$ cat src/rtl/product_bcd_display.sv
// product_bcd_display
//   Takes the 8-bit unsigned product from the 4x4 multiplier over a valid/ready
//   handshake. It converts the product to packed BCD with a sequential double-dabble
//   engine that handles one bit per cycle. The result is shown as registered,
//   active-low 7-segment codes.
// Ports
//   clk, rst              clock (rising edge); asynchronous active-high reset
//   in_valid/in_ready     input handshake; in_ready is high only while idle
//   in_data               unsigned binary value to convert
//   out_valid/out_ready   output handshake; out_valid is high while a result waits
//   out_bcd               packed BCD, digit 0 in [3:0]
//   seg                   active-low {g,f,e,d,c,b,a} per digit, digit 0 in [6:0]
//   busy                  high while converting
module product_bcd_display #(
    parameter int IN_WIDTH = 8,
    parameter int DIGITS   = 3,
    parameter bit BLANK_LZ = 1'b1
) (
    input  logic                  clk,
    input  logic                  rst,
    input  logic                  in_valid,
    output logic                  in_ready,
    input  logic [IN_WIDTH-1:0]   in_data,
    output logic                  out_valid,
    input  logic                  out_ready,
    output logic [4*DIGITS-1:0]   out_bcd,
    output logic [7*DIGITS-1:0]   seg,
    output logic                  busy
);

    localparam int BW = 4 * DIGITS;
    localparam int SW = 7 * DIGITS;
    localparam int CW = $clog2(IN_WIDTH + 1);

    typedef enum logic [1:0] {IDLE, CONVERT, DONE} state_t;

    function automatic logic [6:0] seg7(input logic [3:0] d);
        logic [6:0] s;
        case (d)
            4'd0:    s = 7'b1000000;
            4'd1:    s = 7'b1111001;
            4'd2:    s = 7'b0100100;
            4'd3:    s = 7'b0110000;
            4'd4:    s = 7'b0011001;
            4'd5:    s = 7'b0010010;
            4'd6:    s = 7'b0000010;
            4'd7:    s = 7'b1111000;
            4'd8:    s = 7'b0000000;
            4'd9:    s = 7'b0010000;
            default: s = 7'b1111111;
        endcase
        return s;
    endfunction

    // Walk from the most significant digit down. 'lead' stays set while every digit
    // seen so far is zero. Digit 0 is always shown.
    function automatic logic [SW-1:0] seg_of(input logic [BW-1:0] bcd);
        logic [SW-1:0] s;
        logic          lead;
        s    = '0;
        lead = 1'b1;
        for (int k = DIGITS - 1; k >= 0; k--) begin
            if (bcd[4*k +: 4] != 4'd0) lead = 1'b0;
            if (BLANK_LZ && (k > 0) && lead) s[7*k +: 7] = 7'b1111111;
            else                             s[7*k +: 7] = seg7(bcd[4*k +: 4]);
        end
        return s;
    endfunction

    localparam logic [SW-1:0] SEG_RST = seg_of('0);

    state_t              state_q, state_d;
    logic [IN_WIDTH-1:0] shift_q, shift_d;
    logic [BW-1:0]       scr_q, scr_d;
    logic [CW-1:0]       cnt_q, cnt_d;
    logic [BW-1:0]       bcd_q, bcd_d;
    logic [SW-1:0]       seg_q, seg_d;
    logic [BW-1:0]       adj;
    logic [BW-1:0]       scr_nxt;

    always_comb begin
        // Per-digit +3 correction. The 4-bit add cannot carry, because a digit is <= 9 here.
        adj = scr_q;
        for (int k = 0; k < DIGITS; k++) begin
            if (scr_q[4*k +: 4] >= 4'd5) adj[4*k +: 4] = scr_q[4*k +: 4] + 4'd3;
        end
        scr_nxt = {adj[BW-2:0], shift_q[IN_WIDTH-1]};

        state_d = state_q;
        shift_d = shift_q;
        scr_d   = scr_q;
        cnt_d   = cnt_q;
        bcd_d   = bcd_q;
        seg_d   = seg_q;
        case (state_q)
            IDLE: begin
                if (in_valid) begin
                    shift_d = in_data;
                    scr_d   = '0;
                    cnt_d   = CW'(IN_WIDTH);
                    state_d = CONVERT;
                end
            end
            CONVERT: begin
                scr_d   = scr_nxt;
                shift_d = {shift_q[IN_WIDTH-2:0], 1'b0};
                cnt_d   = cnt_q - CW'(1);
                if (cnt_q == CW'(1)) begin
                    bcd_d   = scr_nxt;
                    seg_d   = seg_of(scr_nxt);
                    state_d = DONE;
                end
            end
            DONE: begin
                if (out_ready) state_d = IDLE;
            end
            default: state_d = IDLE;
        endcase
    end

    always_ff @(posedge clk or posedge rst) begin
        if (rst) begin
            state_q <= IDLE;
            shift_q <= '0;
            scr_q   <= '0;
            cnt_q   <= '0;
            bcd_q   <= '0;
            seg_q   <= SEG_RST;
        end else begin
            state_q <= state_d;
            shift_q <= shift_d;
            scr_q   <= scr_d;
            cnt_q   <= cnt_d;
            bcd_q   <= bcd_d;
            seg_q   <= seg_d;
        end
    end

    assign in_ready  = (state_q == IDLE);
    assign busy      = (state_q == CONVERT);
    assign out_valid = (state_q == DONE);
    assign out_bcd   = bcd_q;
    assign seg       = seg_q;

endmodule
$ cat config.mk
export PLATFORM = sky130hd
export DESIGN_NAME = product_bcd_display
export DESIGN_NICKNAME = d
export VERILOG_FILES = /design/src/rtl/product_bcd_display.sv
export SDC_FILE = /design/constraint.sdc
export NUM_CORES = 1
export LEC_CHECK = 0
export ABC_AREA = 1
export BUFFER_PORTS_ARGS = -buffer_cell sky130_fd_sc_hd__buf_2
export CAP_MARGIN = 20
export CORE_AREA = 2 2 66 100
export DETAILED_ROUTE_END_ITERATION = 6
export DIE_AREA = 0 0 68 102
export PLACE_DENSITY = 0.76
export SKIP_CTS_REPAIR_TIMING = 1
export SLEW_MARGIN = 25
export SYNTH_ARGS = -nofsm -noshare
export SYNTH_HDL_FRONTEND = slang
export SYNTH_SLANG_ARGS = --single-unit
$ cat constraint.sdc
create_clock -name clk -period 2.7 [get_ports clk]
set_input_delay 0.81 -clock clk [delete_from_list [all_inputs] [get_ports clk]]
set_output_delay 0.81 -clock clk [all_outputs]
set_load 0.02 [all_outputs]
==> run metrics <==
FF+latch count, synth=59; Slew headroom=0.590; worst setup path class=flop to output port; yosys synthesis warning count=0; Clock Latency Late Sink=350 ps; Final Cycle Share=0.803; layout cells sized above 1=0.251; syn_nets=424; area leader, netlist=dfrtp_1; f_max=461 MHz; fillers=526; clock skew=11.1 ps; Fin. Hold Viols=0; dominant synthesized flop cell=dfrtp_1; Netlist Area Pre-Place=~3300 um^2; EDFF count, synth=0; top cells by area, synth=dfrtp_1 34%, dfstp_2 12%, nand2_1 11%, ha_1 6.9%, nand3_1 6.3%; antenna viol nets, final=0; reg-to-reg startpoint=scr_q[4]; RSZ-0062 raised after global routing=false; H-tree levels=3; WL final=6860 um; Core ar.=6040 um^2; largest net degree at the start of global routing=34; Synth top area share=0.338; Setup TNS=0 ps; DR iter-0 viols=124; CP required=1890 ps; total global routing overflow=0; post-synthesis sequential area ratio=0.459; Area Overhead vs Synth=15.3%; antenna cells=0; first-pass GRT wire length=roughly 12000 um; cts bufs inserted=9; clk sinks=59; initial antenna violation count=0; root cell of the clock tree=clkbuf_8; status=completed; via count=2763; CP startpoint=state_q[0]; DRT Pass-1 Iters=4; Mapped Cells=394; Die Width=68 um; Tmin final=2170 ps; # IOs=48; count of cell types in the netlist=35; Final setup viols=0; CP Capture Type=output port; CTS Buffer Depth=2; async set-reset flop share out of synthesis=1.00; Post-Synthesis Mean Instance Area=8.27 um^2; # port buffers=47; number of max-cap violations=0; full die area=a little under 7000 um^2; worst hold-check path type=flop to flop; Global Route Usage Sum=0.223; Tightest Pin Transition=614 ps; top post-synthesis cells by count=93 x nand2_1, 44 x dfrtp_1, 41 x nand3_1, 41 x nor2_1, 39 x inv_1; CTS tree=yes; number of global-route vias before repair=2655; Worst EP arrival=1360 ps; worst hold margin=466 ps; Rows=35; CP startpoint kind=flop; Avg Vias per Cell=5.27; count leader, synth=nand2_1; worst-path fanout max=15; Slew Viols, Final=0; effective utilization at floorplan=0.539; # nets final=475; # DRC=0; die extent in y=102 um; drt wl/cell=13.1 um; post-detail-place hpwl=4990 um; routability congestion estimate=0.841; Hold Path Origin=seg[13]; Reg clk slew, reported paths=70 ps
-- cells by family after synthesis --
group                      after synthesis  synth area share
AOI/OAI and AO/OA                       53            0.0964
DFF                                     59             0.459
adders and majority gates               18            0.0691
buffers and inverters                   53            0.0668
and+or+nand+nor                        211             0.309
-- state kept, by name, summed over array words and instances (netlist names) --
| register | count |
|---|---|
| state_q | 2 |
| seg | 21 |
| shift_q | 8 |
| scr_q | 12 |
| cnt_q | 4 |
| out_bcd | 12 |
-- worst paths after layout --
path | slack, ps | cells after the start | end
setup reg to reg | 530 | 13 | seg[20]
hold / removal | 470 | 2 | seg[13]
hold reg to reg | 470 | 2 | seg[13]
max in group asynchronous | 1580 | 3 | scr_q[8]
min in group asynchronous | 540 | 2 | scr_q[3]
setup / recovery | 530 | 3 | busy
-- per-layer routing --
layer | part of all wire | GRT usage
met1 | 0.40 | 0.238
met2 | 0.53 | 0.397
met3 | 0.043 | 0.0430
met4 | 0.030 | 0.128
met5 | 0 | 0
-- layout make-up --
type                    count  area [um^2]  share of cell area
clock buffers              12          166              0.0443
inverters                  43          163              0.0433
clock inverters             4         23.8             0.00633
flip-flops and latches     59         1500               0.398
repair buffers             50          270              0.0719
multi-input cells         282         1550               0.412
well taps                  74         92.6              0.0246
-- stage by stage --
step	util	std cells	cell area [um^2]	setup slack (ps)
after floorplan	-	394	3260	458
after global placement	0.590	508	3570	615
after detailed placement	0.590	508	3570	559
after CTS	0.622	524	3760	512
after global routing	0.622	524	3760	221
final	0.622	524	3760	532
-- worst max-delay path, cell delays in order (launching register included) --
cell     delay [ps]
dfrtp_1         410
inv_2            60
nor2_4          290
buf_2           240
-- cells in the final DEF (no fill, tap or decap), drive strengths merged --
| cell type | synthesis | routed |
|---|---|---|
| a21oi | 7 | 7 |
| a22oi | 4 | 4 |
| a31oi | 1 | 1 |
| buf | 6 | 50 |
| clkbuf | 4 | 12 |
| clkinv | 2 | 6 |
| dfrtp | 44 | 44 |
| dfstp | 15 | 15 |
| ha | 18 | 18 |
| inv | 41 | 41 |
| nand2 | 110 | 110 |
| nand3 | 46 | 46 |
| nand3b | 1 | 1 |
| nand4 | 11 | 11 |
| nor2 | 43 | 43 |
| o21ai | 27 | 27 |
| o22ai | 13 | 13 |
| o31ai | 1 | 1 |
Power is not shown: default switching activity piles up to over one toggle a cycle in this logic, so the estimate is an artifact.
